==> config.mk <==
export PLATFORM = sky130hd
export DESIGN_NAME = alu_result_serializer
export DESIGN_NICKNAME = d
export VERILOG_FILES = /design/src/rtl/alu_result_serializer.sv
export SDC_FILE = /design/constraint.sdc
export NUM_CORES = 1
export LEC_CHECK = 0
export CAP_MARGIN = 20
export CORE_MARGIN = 2
export CORE_UTILIZATION = 44
export CTS_CLUSTER_SIZE = 25
export DETAILED_ROUTE_END_ITERATION = 6
export PLACE_DENSITY = 0.73
export REMOVE_ABC_BUFFERS = 1
export SETUP_SLACK_MARGIN = 0.5
export SLEW_MARGIN = 20
export SYNTH_ARGS = -nofsm -noshare
export SYNTH_HDL_FRONTEND = slang
export SYNTH_SLANG_ARGS = --single-unit
==> constraint.sdc <==
create_clock -name clk -period 2.65 [get_ports clk]
set_input_delay 0.53 -clock clk [delete_from_list [all_inputs] [get_ports clk]]
set_output_delay 0.53 -clock clk [all_outputs]
set_load 0.01 [all_outputs]
==> src/rtl/alu_result_serializer.sv <==
// ALU result serializer: captures a WIDTH-bit result and
// streams it out LSB-first as bytes over valid/ready.
module alu_result_serializer #(
   parameter int WIDTH = 16
) (
   input  logic             clk,
   input  logic             rst,
   input  logic [WIDTH-1:0] alu_result,
   input  logic             alu_valid,
   input  logic             tx_ready,
   output logic [7:0]       tx_data,
   output logic             tx_valid,
   output logic             busy,
   output logic             overrun
);

   localparam int BYTES = WIDTH / 8;
   localparam int IW    = (BYTES > 1) ? $clog2(BYTES) : 1;

   typedef enum logic {
      IDLE,
      SEND
   } state_t;

   state_t                  state_q, state_d;
   logic [BYTES-1:0][7:0]   shadow_q, shadow_d;
   logic [IW-1:0]           idx_q, idx_d;
   logic [7:0]              tx_data_q, tx_data_d;
   logic                    tx_valid_q, busy_q;
   logic                    overrun_q, overrun_d;
   logic                    xfer, last;

   assign xfer = tx_valid_q & tx_ready;
   assign last = (idx_q == IW'(BYTES - 1));

   always_comb begin
      state_d   = state_q;
      shadow_d  = shadow_q;
      idx_d     = idx_q;
      overrun_d = 1'b0;
      unique case (state_q)
         IDLE: begin
            if (alu_valid) begin
               shadow_d = alu_result;
               idx_d    = '0;
               state_d  = SEND;
            end
         end
         SEND: begin
            if (xfer && !last) begin
               idx_d = idx_q + IW'(1);
            end else if (xfer && last) begin
               if (alu_valid) begin
                  shadow_d = alu_result;
                  idx_d    = '0;
               end else begin
                  state_d = IDLE;
               end
            end
            // a result offered outside a last-byte transfer is dropped
            if (alu_valid && !(xfer && last)) begin
               overrun_d = 1'b1;
            end
         end
         default: state_d = IDLE;
      endcase
      tx_data_d = (state_d == SEND) ? shadow_d[idx_d] : tx_data_q;
   end

   always_ff @(posedge clk or negedge rst) begin
      if (!rst) begin
         state_q    <= IDLE;
         shadow_q   <= '0;
         idx_q      <= '0;
         tx_data_q  <= '0;
         tx_valid_q <= 1'b0;
         busy_q     <= 1'b0;
         overrun_q  <= 1'b0;
      end else begin
         state_q    <= state_d;
         shadow_q   <= shadow_d;
         idx_q      <= idx_d;
         tx_data_q  <= tx_data_d;
         tx_valid_q <= (state_d == SEND);
         busy_q     <= (state_d == SEND);
         overrun_q  <= overrun_d;
      end
   end

   assign tx_data  = tx_data_q;
   assign tx_valid = tx_valid_q;
   assign busy     = busy_q;
   assign overrun  = overrun_q;

endmodule

# Word level (Yosys, flattened, before mapping)
# Cells that the tools add are included.
[word_totals] in_bits=20 ff_bits=27
[op_classes] n_reduce_logical=5 muxes=16 magnitude_cmp=1 bitwise_logic=2 add_sub_neg=1
[ops] op="16-bit 2-to-1 mux" count=3
[ops] op="16-bit one-hot mux with 2 select lines" count=1
[ops] op="8-bit 2-to-1 mux" count=2
[ops] op="1-bit 2-to-1 mux" count=8
[ops] op="1-bit one-hot mux with 2 select lines" count=2
[ops] op="1-bit logical AND" count=3
[ops] op="1-bit zero test" count=2
[ops] op="1-bit by 2-bit less-than comparator with 1-bit output, second input constant" count=1
[ops] op="1-bit adder, second input constant" count=1
[ops] op="1-bit AND" count=1
[ops] op="1-bit NOT" count=1

# Depth between registers and ports, before layout
[logic_depth] depth_word=7 mapped_depth=5 mapped_depth_nobuf=3

# Worst setup path before layout
# Ideal clock, no wire load.
[synth_timing] path_kind="input-to-reg" start="in tx_ready" end="reg shadow_q[0] (netlist name)" cell_stages=4 t_required_ns=2.525 t_arrival_ns=1.303 path_slack_ns=1.221 path_buffers=1 path_cell_list="a21bo_2 -> nand2_4 -> buf_8 -> mux2_4"
[synth_rtl] element="start, declared" line="10" text="input logic tx_ready,"
[synth_rtl] element="end signal, assigned" line="81" text="shadow_q <= shadow_d;"
[synth_rtl] element="end, declared" line="26" text="logic [BYTES-1:0][7:0] shadow_q, shadow_d;"

==> run summary <==
The flow ran to the end, and the final reports show no timing, DRC or antenna violations. Setup repair after global routing left no endpoint under its margin. In this run the worst path has a maximum fanout of 7. The worst endpoint data arrival time is 1.36 ns, and the number of slew-limit violations in the final report is 0.

The tools report the synthesized area as 1240 sq um. The largest individual stage delay along the critical path comes from the cell sky130_fd_sc_hd__clkdlybuf4s50_1. Ratio of cells with drive above 1 in the final layout: 0.192.

The quantity of gates resized following cts was 0; the average cell area after synthesis was 12.3 sq um. The largest stage delay on the critical path is 0.57 ns. Dividing total power by cell area gives a power density of 796 nW/um^2. The element type at the critical path end is a primary output. The ratio of final minimum period to clock period is 0.715.

The capture point of the worst reg-to-reg path was shadow_q[8]$_DFF_PN0_. The top-level port count was 31; the number of buffers created by CTS was 3. At the end of routability-driven placement, the weighted congestion stood at 0.729. For the pin with the worst max-slew slack, the measured transition is 0.684 ns.

The maximum ir drop on the vdd rail was 0.464 mV; the instance area after placement was 1550 sq um. The tools report the launch instance of the worst min-delay path as shadow_q[12]$_DFF_PN0_. The final period demand of the worst path is 1.89 ns, and the vertical die dimension is 57.0 um. For the die outline area, the log shows 3250 sq um. Once detail routing completed, the nets flagged for antenna violations numbered 0.

The logs give 0 for the number of warning messages in the yosys log and 0.32 ns for the later-pin clock latency in the skew report. TritonCTS built the clock tree. Clock skew on the completed layout was measured at 0.00894 ns.

The multi-input combinational cells in the finished layout cover a total of 512 sq um. Yosys mapped the design onto 22 distinct sky130hd cell types. The vias after detailed routing was 863. Synthesis produced 101 cells. Counting every sink on the clock net gives 27.

The fmax is 528 MHz, and the number of antenna repair diodes is 0. Entering global routing, the biggest net connects 28 pins. Fill cells in the final layout number 251. For the half-perimeter wire length after detailed placement, the log shows 1710 um. Cell depth of the worst min-delay path: 1. After detailed routing, the number of vias per cell comes to 5.36. The clock root buffer is sky130_fd_sc_hd__clkbuf_4. Max-cap violations in this run came to 0.

The tools report the H-tree depth as 1. For the number of DRC violations after detailed routing, the log shows 0. The routed design has 2360 um of wire. Reg-to-reg setup timing slack: 1.11 ns. For the post-CTS setup repair buffer count, the log shows 0. The setup path with the least slack is of type register to primary output. Post-route non-filler standard cell count: 161. The startpoint type of the worst setup path was a register.

The portion of the post-synthesis area used by sequential elements was 0.546. Kind of cell adding the most delay to the critical path: buffers and inverters. Counting cells, the worst reg-to-reg path comes to 3.

The logs give 0 for the number of buffers inserted for hold repair after clock tree synthesis and 0.527 ns for the worst hold slack. The first-pass GRT wire length is 3920 um. Relative to the synthesized area, the layout overhead comes to 27.3%.

Total track usage: 0.156. Initial antenna violation count: 0. The critical path starts at busy$_DFF_PN0_. The max-slew headroom at the worst pin came out at 0.543.

Starting utilization of the core area: 0.457. The number of buffer and inverter instances along the worst setup path is 1. The final layout contains 151 nets. For the starting DRC count in detailed routing, the log shows 15. The die width came out at 57.0 um. The setup TNS after final layout is 0 ns, and the total number of placement rows is 19. Walking the worst path, the cells encountered are clkdlybuf4s50_1.

Including well taps, the total number of placed cells is 157. The worst hold path terminates at shadow_q[12]$_DFF_PN0_. Setup violations remaining at the end of the flow were counted as 0.

The total power draw was 1.25 mW; the number of buffers added on ports was 30. The average wire per cell in the routed design was 14.6 um; the data required time of the critical path was 2.12 ns. The tools report the origin of the critical flop-to-flop path as busy$_DFF_PN0_. For the leakage power, the log shows 0.650 nW.

The core region is 2710 sq um. Registers take 676 sq um. With fillers left out, the area of the finished cells amounts to 1580 sq um. The synthesized design contains 27 register bits. Clock slew seen by the registers of the worst setup and hold paths: 0.15 ns. For this run the aggregate overflow at the end of global routing stands at 0. The first detailed-routing pass took 4 iterations. The logs give 867 for the via count of the first global-routing pass and 2 for the number of buffers on the longest clock path. Worst min-delay path class: register to register.

The count of final hold-check violations is 0.
registers in the layout, indices dropped and copies added, names as in the netlist:
register / flops
tx_data: 8
busy: 1
idx_q: 1
shadow_q: 16
overrun: 1
synth_stat cells:
cell	number	share of area
sky130_fd_sc_hd__dfrtp_1	27	0.55
sky130_fd_sc_hd__mux2_4	10	0.12
sky130_fd_sc_hd__nand2_1	10	0.030
sky130_fd_sc_hd__a31oi_1	8	0.040
sky130_fd_sc_hd__nor3_1	8	0.032
sky130_fd_sc_hd__o211ai_1	8	0.049
sky130_fd_sc_hd__o21ai_0	8	0.032
sky130_fd_sc_hd__mux2_2	6	0.055
sky130_fd_sc_hd__buf_2	3	0.012
sky130_fd_sc_hd__a21bo_2	1	0.0081
sky130_fd_sc_hd__a21boi_1	1	0.0061
sky130_fd_sc_hd__a21o_1	1	0.0061
sky130_fd_sc_hd__buf_4	1	0.0061
sky130_fd_sc_hd__buf_8	1	0.012
sky130_fd_sc_hd__clkbuf_1	1	0.0030
sky130_fd_sc_hd__clkbuf_2	1	0.0040
sky130_fd_sc_hd__inv_1	1	0.0030
sky130_fd_sc_hd__nand2_4	1	0.0091
sky130_fd_sc_hd__nor2_1	1	0.0030
sky130_fd_sc_hd__nor2b_1	1	0.0051
sky130_fd_sc_hd__nor3b_2	1	0.010
sky130_fd_sc_hd__o21a_1	1	0.0061
metrics by stage:
stage | worst slack [ns] | util
6_report | 0.757 | 0.581
5_1_grt | 0.672 | 0.581
4_1_cts | 0.748 | 0.581
3_3_place_gp | 0.561 | 0.570
3_5_place_dp | 0.502 | 0.570
2_1_floorplan | 1.18 | -
worst max-delay path by stage:
stage | end | slack (ns) | cells past startpoint
final | tx_valid | 0.76 | 1
after global routing | tx_valid | 0.67 | 1
after CTS | tx_valid | 0.75 | 1
after detailed placement | shadow_q[9]$_DFF_PN0_ | 0.50 | 4
after global placement | shadow_q[9]$_DFF_PN0_ | 0.56 | 4
after floorplan | shadow_q[10]$_DFF_PN0_ | 1.18 | 3
final cells by class:
cell class | instances | area share
inverters | 1 | 0.00238
clock inverters | 1 | 0.00477
multi-input cells | 66 | 0.325
repair buffers | 32 | 0.200
clock buffers | 3 | 0.0143
flip-flops and latches | 27 | 0.429
well taps | 31 | 0.0246
layer usage:
metal | global-route usage | vias up | part of all wire
li1 | - | 424 | -
met1 | 0.218 | 414 | 0.48
met2 | 0.245 | 21 | 0.46
met3 | 0.0272 | 4 | 0.047
met4 | 0.0598 | 0 | 0.014
met5 | 0 | - | 0
where the power goes:
part | total (mW) | switching, mW | internal, mW
Combinational | 0.454 | 0.181 | 0.273
Sequential | 0.621 | 0.0771 | 0.544
Clock | 0.180 | 0.123 | 0.0576
Total | 1.25 | 0.380 | 0.874
placed cells by master (no fill, tap or decap), drive strengths merged:
| cell | count |
|---|---|
| buf | 2 |
| nand2 | 11 |
| nor3 | 8 |
| o211ai | 8 |
| nor3b | 1 |
| nor2 | 1 |
| o21a | 1 |
| a21boi | 1 |
| clkdlybuf4s50 | 30 |
| mux2 | 16 |
| clkbuf | 3 |
| dfrtp | 27 |
| clkinvlp | 1 |
| inv | 1 |
| nor2b | 1 |
| a21bo | 1 |
| a21o | 1 |
| a31oi | 8 |
| o21ai | 8 |
cells by family (layout without fill, tap and decap cells):
group | after synthesis | count (layout) | synth area share
mux | 16 | 16 | 0.176
simple gates | 22 | 22 | 0.0900
flops | 27 | 27 | 0.546
buf+inv | 8 | 37 | 0.0404
compound gates | 28 | 28 | 0.148
(Power assumes the default switching activity.)
